`src/rtl/rsp_rr_arbiter.sv`:
```
// Buffers NUM_SRC response producers and drains them round-robin into one response-FIFO write port.
// Latency: 2 cycles from strobe to rsp_write_en. Backpressure: rsp_full stalls grants; src_ready drops per full buffer.

module rsp_buf_fifo #(
  parameter int WIDTH = 32,
  parameter int DEPTH = 2,
  parameter int CNT_W = $clog2(DEPTH) + 1
) (
  input  logic             clk,
  input  logic             rst_n,
  input  logic             push,
  input  logic [WIDTH-1:0] push_dat,
  input  logic             pop,
  output logic [WIDTH-1:0] head_dat,
  output logic [CNT_W-1:0] count
);
  localparam int PTR_W = $clog2(DEPTH);

  logic [WIDTH-1:0] mem [DEPTH];
  logic [PTR_W-1:0] wr_ptr;
  logic [PTR_W-1:0] rd_ptr;

  always_ff @(posedge clk or negedge rst_n) begin
    if (!rst_n) begin
      wr_ptr <= '0;
      rd_ptr <= '0;
      count  <= '0;
    end else begin
      if (push) wr_ptr <= wr_ptr + 1'b1;
      if (pop)  rd_ptr <= rd_ptr + 1'b1;
      if (push && !pop)      count <= count + 1'b1;
      else if (!push && pop) count <= count - 1'b1;
    end
  end

  // Storage needs no reset: count gates every read.
  always_ff @(posedge clk) begin
    if (push) mem[wr_ptr] <= push_dat;
  end

  assign head_dat = mem[rd_ptr];
endmodule

module rsp_rr_arbiter #(
  parameter int RSP_WIDTH = 32,
  parameter int NUM_SRC   = 4,
  parameter int BUF_DEPTH = 2,
  parameter int SRC_ID_W  = 2
) (
  input  logic                           clk,
  input  logic                           rst_n,
  input  logic [NUM_SRC-1:0]             src_write_en,
  input  logic [NUM_SRC*RSP_WIDTH-1:0]   src_data,
  output logic [NUM_SRC-1:0]             src_ready,
  input  logic                           rsp_full,
  output logic                           rsp_write_en,
  output logic [RSP_WIDTH-1:0]           rsp_data,
  output logic [SRC_ID_W-1:0]            rsp_src_id,
  output logic [NUM_SRC-1:0]             overflow_err
);
  localparam int                  CNT_W    = $clog2(BUF_DEPTH) + 1;
  localparam logic [CNT_W-1:0]    FULL_CNT = CNT_W'(BUF_DEPTH);
  localparam logic [SRC_ID_W-1:0] LAST_SRC = SRC_ID_W'(NUM_SRC - 1);

  logic [NUM_SRC-1:0]   push;
  logic [NUM_SRC-1:0]   pop;
  logic [NUM_SRC-1:0]   eligible;
  logic [RSP_WIDTH-1:0] head_dat [NUM_SRC];
  logic [CNT_W-1:0]     buf_cnt  [NUM_SRC];

  logic [SRC_ID_W-1:0]  last_grant;
  logic [SRC_ID_W-1:0]  grant_id;
  logic                 grant_vld;
  int                   scan_idx;

  for (genvar g = 0; g < NUM_SRC; g++) begin : g_src
    rsp_buf_fifo #(
      .WIDTH (RSP_WIDTH),
      .DEPTH (BUF_DEPTH),
      .CNT_W (CNT_W)
    ) u_buf (
      .clk      (clk),
      .rst_n    (rst_n),
      .push     (push[g]),
      .push_dat (src_data[g*RSP_WIDTH +: RSP_WIDTH]),
      .pop      (pop[g]),
      .head_dat (head_dat[g]),
      .count    (buf_cnt[g])
    );

    // Ready looks at occupancy only, so a same-cycle pop never frees a slot early.
    assign src_ready[g] = (buf_cnt[g] != FULL_CNT);
    assign eligible[g]  = (buf_cnt[g] != '0);
    assign push[g]      = src_write_en[g] & src_ready[g];
    assign pop[g]       = grant_vld & (grant_id == SRC_ID_W'(g));
  end

  // Scan starts just after the previous winner, giving rotating priority.
  always_comb begin
    grant_vld = 1'b0;
    grant_id  = last_grant;
    scan_idx  = 0;
    for (int k = 1; k <= NUM_SRC; k++) begin
      scan_idx = (int'(last_grant) + k) % NUM_SRC;
      if (!grant_vld && eligible[SRC_ID_W'(scan_idx)]) begin
        grant_vld = 1'b1;
        grant_id  = SRC_ID_W'(scan_idx);
      end
    end
    if (rsp_full) grant_vld = 1'b0;
  end

  always_ff @(posedge clk or negedge rst_n) begin
    if (!rst_n) begin
      rsp_write_en <= 1'b0;
      rsp_data     <= '0;
      rsp_src_id   <= '0;
      last_grant   <= LAST_SRC;
      overflow_err <= '0;
    end else begin
      rsp_write_en <= grant_vld;
      overflow_err <= overflow_err | (src_write_en & ~src_ready);
      if (grant_vld) begin
        rsp_data   <= head_dat[grant_id];
        rsp_src_id <= grant_id;
        last_grant <= grant_id;
      end
    end
  end
endmodule

```
`config.mk`:
```
export PLATFORM = sky130hd
export DESIGN_NAME = rsp_rr_arbiter
export DESIGN_NICKNAME = d
export VERILOG_FILES = /design/src/rtl/rsp_rr_arbiter.sv
export SDC_FILE = /design/constraint.sdc
export NUM_CORES = 1
export LEC_CHECK = 0
export ABC_AREA = 1
export BUFFER_PORTS_ARGS = -buffer_cell sky130_fd_sc_hd__buf_2
export CORE_MARGIN = 3
export CORE_UTILIZATION = 50
export DETAILED_ROUTE_END_ITERATION = 6
export GPL_ROUTABILITY_DRIVEN = 0
export HOLD_SLACK_MARGIN = 0.06
export PLACE_DENSITY_LB_ADDON = 0.15
export SYNTH_ARGS = -nofsm -noshare
export SYNTH_HDL_FRONTEND = slang
export SYNTH_SLANG_ARGS = --single-unit
```
`constraint.sdc`:
```
create_clock -name clk -period 2.15 [get_ports clk]
set_input_delay 0.3225 -clock clk [delete_from_list [all_inputs] [get_ports clk]]
set_output_delay 0.3225 -clock clk [all_outputs]
set_load 0.02 [all_outputs]
```
# Word-level counts from Yosys, hierarchy flattened
# Memory sizes are Yosys's and may differ from the RTL's.
# Index checks and enable logic that the tools add are counted.
dict set report word_totals {
  ff_bits 57
  mem_bits_rw 256
  inputBits 135
  out_inout_bits 43
  elab_cells 136
  memories 4
}
dict set report op_classes {
  n_addsub 20
  magnitude_cmp 5
  n_eq_ne 7
  muxes 40
  n_bitwise 12
  n_reduce_logical 31
}
# name words width read_ports rd_ports_with_merged_regs wr line_no
set memory_table {}
lappend memory_table {{g_src[0].u_buf.mem} 2 32 1 0 1 19} ;# logic [WIDTH-1:0] mem [DEPTH];
lappend memory_table {{g_src[1].u_buf.mem} 2 32 1 0 1 19}
lappend memory_table {{g_src[2].u_buf.mem} 2 32 1 0 1 19}
lappend memory_table {{g_src[3].u_buf.mem} 2 32 1 0 1 19}
# op n
set ops {}
lappend ops {{binary-select mux 32 bit (select 2 bit)} 1}
lappend ops {{two-way mux 32 bit} 2}
lappend ops {{two-way mux 2 bit} 12}
lappend ops {{two-way mux 1 bit} 21}
lappend ops {{< comparator 2 x 4 -> 1 bit (second input constant)} 4}
lappend ops {{nonzero test 2 bit} 8}
lappend ops {{adder 2 x 1 -> 2 bit (second input constant)} 6}
lappend ops {{logical AND 1 bit} 11}
lappend ops {{logical NOT 1 bit} 11}
lappend ops {{adder 1 bit (second input constant)} 8}
lappend ops {{AND 1 bit} 8}
lappend ops {{binary-select mux 1 bit (select 2 bit)} 4}
lappend ops {{!= test 2 bit (second input constant)} 4}
lappend ops {{subtractor 2 x 1 -> 2 bit (second input constant)} 4}
lappend ops {{adder 2 bit (second input constant)} 2}
lappend ops {{AND 4 bit} 1}
lappend ops {{equality test 2 bit (second input constant)} 2}
lappend ops {{NOT 4 bit} 1}
lappend ops {{bitwise OR 4 bit} 1}
lappend ops {{greater-or-equal comparator 3 bit (second input constant)} 1}
lappend ops {{NOT 2 -> 3 bit} 1}
lappend ops {{equality test 2 x 1 -> 1 bit (second input constant)} 1}
lappend ops {{logical NOT 2 bit} 1}

# Depth between registers and ports, before layout
dict set report logic_depth {
  word_depth 19
  depth_mapped 17
  ltp_nobuf 16
}

# Hierarchy
# A second synthesis with hierarchy kept.
dict set report unflattened {
  hier_cells 1011
  area_unflattened_um2 13868.3
}
# module instances cells_each area_each_um2 seq_area_each_um2
set by_module_without_submodules {}
lappend by_module_without_submodules {rsp_buf_fifo 4 123 2661.3 2021.9}
lappend by_module_without_submodules {rsp_rr_arbiter 1 519 3223.1 1028.5}

# Worst setup path before layout
# No wires, ideal clock.
dict set report synth_path {
  kind {register -> register}
  from {reg g_src[0].u_buf.count[0]}
  to {mem g_src[0].u_buf.mem[1][0], enable pin}
  setup_ns 0.423
  arrival_ns 2.123
  required_ns 1.727
  slack_ns -0.396
  path_stages_with_launch 5
  path_buffers 0
  period_less_slack_ns 2.546
  cell_sequence {dfrtp_1 inv_1 nand2_1 nand2_1 nor2_1}
}
dict set report synth_via {
  elab_chain_cells 4
}
# element line_no
set synth_rtl {}
lappend synth_rtl {{from (decl)} 15} ;# output logic [CNT_W-1:0] count
lappend synth_rtl {{from (signal assigned)} 31} ;# if (push && !pop) count <= count + 1'b1;
lappend synth_rtl {{from (signal assigned)} 32} ;# else if (!push && pop) count <= count - 1'b1;
lappend synth_rtl {{!= test 2 bit} 92} ;# assign src_ready[g] = (buf_cnt[g] != FULL_CNT);
lappend synth_rtl {{via src_ready[0]} 54} ;# output logic [NUM_SRC-1:0] src_ready,
lappend synth_rtl {{AND 1 bit} 94} ;# assign push[g] = src_write_en[g] & src_ready[g];
lappend synth_rtl {{two-way mux 1 bit} 38} ;# if (push) mem[wr_ptr] <= push_dat;
lappend synth_rtl {{two-way mux 1 bit (implied by the code)} 38}
lappend synth_rtl {{to (decl)} 19}
# The timed path passes the listed nets, and every way through them passes these cells.

# Worst setup path in the final report
dict set report layout_path {
  from {reg last_grant[0]}
  to {reg g_src[1].u_buf.count[1]}
}
dict set report layout_via {
  elab_chain_cells 19
  word_cells_on_any_way 38
  classes_between {add/sub (4); eq/ne (1); mux (22); bitwise (1); reduce/logical (10)}
}
# element line_no
set layout_rtl {}
lappend layout_rtl {{from (decl)} 71} ;# logic [SRC_ID_W-1:0] last_grant;
lappend layout_rtl {{from (signal assigned)} 126} ;# last_grant <= grant_id;
lappend layout_rtl {{adder 2 x 1 -> 2 bit} 104} ;# scan_idx = (int'(last_grant) + k) % NUM_SRC;
lappend layout_rtl {{binary-select mux 1 bit (select 2 bit)} 105} ;# if (!grant_vld && eligible[SRC_ID_W'(scan_idx)]) begin
lappend layout_rtl {{two-way mux 1 bit (implied by the code) (2 in a row)} 105}
lappend layout_rtl {{two-way mux 1 bit} 105}
lappend layout_rtl {{logical NOT 1 bit} 105}
lappend layout_rtl {{logical AND 1 bit} 105}
lappend layout_rtl {{two-way mux 1 bit} 105}
lappend layout_rtl {{logical NOT 1 bit} 105}
lappend layout_rtl {{[2 not listed]} --}
lappend layout_rtl {{logical NOT 1 bit} 105}
lappend layout_rtl {{logical AND 1 bit} 105}
lappend layout_rtl {{two-way mux 2 bit / two-way mux 1 bit (equally long branches)} 105}
lappend layout_rtl {{equality test 2 x 1 -> 1 bit / two-way mux 1 bit (equally long branches)} {95, 110}}
lappend layout_rtl {{AND 1 bit (*)} 95} ;# assign pop[g] = grant_vld & (grant_id == SRC_ID_W'(g));
lappend layout_rtl {{logical NOT 1 bit} 31}
lappend layout_rtl {{logical AND 1 bit} 31}
lappend layout_rtl {{two-way mux 2 bit / nonzero test 2 bit (equally long branches)} --}
lappend layout_rtl {{to (signal assigned)} 31}
lappend layout_rtl {{to (signal assigned)} 32}
lappend layout_rtl {{to (decl)} 15}
# Every way passes the cells marked *; elsewhere a longest branch is shown, timed or not. The select of a mux whose other input is x is not followed.
# A chain may end at the register's enable or synchronous reset.

==> summary.md <==
| Metric | Value |
|---|---|
| Share of cells above drive strength 1 | 0.254 |
| Leading area contributor after synthesis | edfxtp_1 |
| First-pass GRT wire length | 57600 µm |
| Max-slew headroom | 0.555 |
| Initial antenna violation count | 0 |
| WS Path Type | flip-flop to flip-flop |
| Setup Viol. Count Final | 48 |
| CP Cell Sequence | inv_4, nand2_2, nand2_1, nand2_2, buf_4, nand3_1, nand2_2, nand2_4, nand2_8, nand3_4, ha_4, a21oi_1, o21ai_1, xnor2_1 |
| Pint | roughly 18 mW |
| Ports | between 150 and 200 |
| CP max stage delay | about 620 ps |
| Total CTS buffers | 34 |
| Cell mode on critical path | nand2_2 |
| Chip height | between 150 and 200 µm |
| Clock H-tree levels | 2 |
| CP Data Arrival Time | ~2700 ps |
| Sw frac | 0.410 |
| DR iter-0 viols | between 900 and 1000 |
| Fin Setup TNS | -6700 ps |
| Detailed Place HPWL | 23200 µm |
| Die W | roughly 170 µm |
| Post-Syn Area | 13100 µm² |
| Port buffer count | approximately 180 |
| Worst Skew | 16.6 ps |
| Worst R2R Start | last_grant[0]$_DFFE_PN1P_ |
| Post-DRT Antenna Nets | 0 |
| Clock power frac | 0.186 |
| Max Cap Viol | 0 |
| Vias | between 10000 and 15000 |
| Synth Area in XOR/XNOR | 0.00536 |
| Switching pwr | about 13 mW |
| DR DRC count | 0 |
| Core outline area | around 25000 µm² |
| CTS root buffer | clkbuf_16 |
| Reg2Reg Capture Point | g_src[1].u_buf.count[1]$_DFFE_PN0P_ |
| Clock period minus worst slack | 2350 ps |
| Largest family of logic cells by synthesized area | simple AND/OR/NAND/NOR gates |
| Comb pwr share | 0.521 |
| Hold Worst Slack | a little under 90 ps |
| Final hold vios | 0 |
| R2r setup slk | -200 ps |
| LEAKAGE | roughly 8.0 nW |
| Grt ovf | 0 |
| Final Power | approximately 31 mW |
| WL final | 39800 µm |
| Seq pwr share | 0.293 |
| Highest Clock Rate | about 0.42 GHz |
| Cells after Synth | between 1000 and 1500 |
| WL/cell | ~20 µm |
| Post-synthesis net count | between 1000 and 1500 |
| Delay-heaviest family, CP | simple AND/OR/NAND/NOR gates |
| Worst-path clk slew | about 60 ps |
| Worst setup SP type | flip-flop |
| Slowest-stage cell, CP | dfstp_2 |
| DR pass1 iterations | 5 |
| FF-to-FF path depth | 14 |
| CP Buf/Inv Count | 2 |
| Worst-Margin Slew | 667 ps |
| Clock Sinks | ~310 |
| VDD IR-drop max | 1.21 mV |
| Worst-Skew Late Latency | between 500 and 600 ps |
| Std cell rows | 58 |
| Hold depth | 2 |
| Status | complete, but fails checks |
| Synth unique cells | 24 |
| Final period util | 1.09 |
| CTS max path bufs | 3 |
| Hold crit path type | input pin to flip-flop |
| PwrDens | 1700 nW/µm² |
| HP Start | src_write_en[1] |
| Simple-gate share of the synthesized area | 0.250 |
| DR vias/cell | approximately 5.3 |
| Post-placement cell count | approximately 1700 |
| Post-Synth Adder-Cell Area | 0.00383 |
| Crit path required time | 2530 ps |
| Final slew viol count | 0 |
| Layout Utilization | 0.712 |
| Failing checks | negative setup slack |
| Final WS setup | -204 ps |
| WHS Endpoint | overflow_err[1]$_DFF_PN0_ |
| Mux cell area share after synthesis | 0 |
| Worst-path maximum fanout | 8 |
| RSZ-0062 raised after global routing | yes |
| Yosys synthesis warning count | 0 |
| Synth top area share | 0.589 |
| Top cells by area, synth | edfxtp_1, nand2_1, dfrtp_1, nand3_1, buf_6 |
| Final nets | 1754 |
| Crit end category | flip-flop |
| FF+latch count, synth | between 300 and 400 |
| CTS tree | built |
| Area growth, synth to finish | 38.5% |
| Starting Density | 0.514 |
| Syn avg cell area | between 10 and 15 µm² |
| Total GRT Usage | 0.266 |
| Register area share after synthesis | 0.698 |
| Post-synthesis compound-gate area fraction | 0.00690 |
| Pin count of the biggest net entering global routing | 37 |
| Die area | 28100 µm² |
| Number of global-route vias before repair | approximately 10000 |
| Finished Layout Cells | around 2000 |
-- per-layer routing --
metal / global-route usage / part of all wire
met5: 0 / 0
met4: 0.100 / 0.036
met3: 0.0420 / 0.082
met2: 0.454 / 0.50
met1: 0.347 / 0.38
-- logic make-up after synthesis --
kind of cell,Yosys count
AOI/OAI and AO/OA,15
and+or+nand+nor,805
DFF,313
xor gates and xnor gates,8
adders and majority gates,4
buffers and inverters,88
-- layout make-up --
class	count	area, µm²
multi-input cells	833	3880
well taps	330	413
repair buffers	408	3480
inverters	25	109
flip-flops and latches	313	9120
fillers	1793	7300
clock buffers	46	958
diodes	1	2.50
clock inverters	15	135
-- cells in the mapped netlist --
cell type	n
nor2_1	22
nand4_1	4
nor2_8	1
ha_1	4
dfrtp_1	55
nand2_4	2
buf_4	8
a31o_2	4
xnor2_1	8
dfstp_2	2
o21ai_0	5
inv_1	20
buf_1	1
inv_2	4
buf_6	12
buf_2	13
edfxtp_1	256
clkbuf_1	29
nand3_1	141
nand3_2	2
inv_4	1
nand2_2	6
a21oi_1	6
nand2_1	627
-- stage by stage --
step	instance area [µm²]	setup WS, ps
2_1_floorplan	13100	-107
3_3_place_gp	14700	-337
3_5_place_dp	14700	-397
4_1_cts	17700	-119
5_1_grt	18100	-329
6_report	18100	-204
-- flip-flops by register name (all words and copies together), names as in the netlist --
register and count:
g_src.u_buf.rd_ptr 4, rsp_src_id 2, g_src.u_buf.wr_ptr 4, g_src.u_buf.count 8
last_grant 2, rsp_data 32, rsp_write_en 1, g_src.u_buf.mem 256
overflow_err 4
-- worst register-to-register path: cells and delay by family (launching register included) --
family | cells | cell delay, ps
fa+ha+maj | 1 | 240
buf+inv | 2 | 210
flops | 1 | 620
simple gates | 8 | 810
xor+xnor | 1 | 150
compound gates | 2 | 220
-- placed cells by master, fill, tap and decap left out, types with 5 or more instances in the layout --
master | Yosys | routed
buf_2 | 13 | 177
nor2_1 | 22 | 11
buf_12 | 0 | 15
nor2_4 | 0 | 5
nor2_2 | 0 | 7
buf_16 | 0 | 8
nand2_2 | 6 | 24
clkbuf_16 | 0 | 42
nand3_4 | 0 | 8
clkinv_2 | 0 | 5
inv_1 | 20 | 19
buf_4 | 8 | 57
xnor2_1 | 8 | 7
buf_6 | 12 | 13
edfxtp_1 | 256 | 256
nand2_1 | 627 | 600
nand2_4 | 2 | 10
nand3_2 | 2 | 13
clkbuf_1 | 29 | 8
dfrtp_1 | 55 | 55
dlygate4sd3_1 | 0 | 130
nand3_1 | 141 | 122
-- power groups by stage --
stage               Sequential, mW  Combinational (mW)  Clock, mW
floorplan                     9.34                7.39          0
global placement              9.10                11.5          0
detailed placement            9.12                11.7          0
CTS                           9.02                14.5       5.77
global route                  9.18                17.2       6.03
finish                        9.05                16.1       5.73
-- repair_timing --
item	in CTS	in global routing
endpoints found under the setup margin	44	48
pin swaps	15	17
gates resized for setup	58	45
hold buffers	129	1
hold endpoints to repair	278	2
buffers inserted	15	6
gates cloned	8	10
-- worst max-delay path by stage --
stage | start | to | slack (ps) | depth (start not counted)
floorplan | last_grant[0]$_DFFE_PN1P_ | g_src[3].u_buf.count[1]$_DFFE_PN0P_ | -110 | 16
global placement | last_grant[0]$_DFFE_PN1P_ | g_src[1].u_buf.count[1]$_DFFE_PN0P_ | -340 | 15
detailed placement | g_src[1].u_buf.count[1]$_DFFE_PN0P_ | g_src[1].u_buf.count[1]$_DFFE_PN0P_ | -400 | 12
CTS | last_grant[0]$_DFFE_PN1P_ | g_src[2].u_buf.count[1]$_DFFE_PN0P_ | -120 | 17
global route | last_grant[0]$_DFFE_PN1P_ | g_src[0].u_buf.count[1]$_DFFE_PN0P_ | -330 | 14
finish | last_grant[0]$_DFFE_PN1P_ | g_src[1].u_buf.count[1]$_DFFE_PN0P_ | -200 | 14
Power figures use the tool's default switching activity.
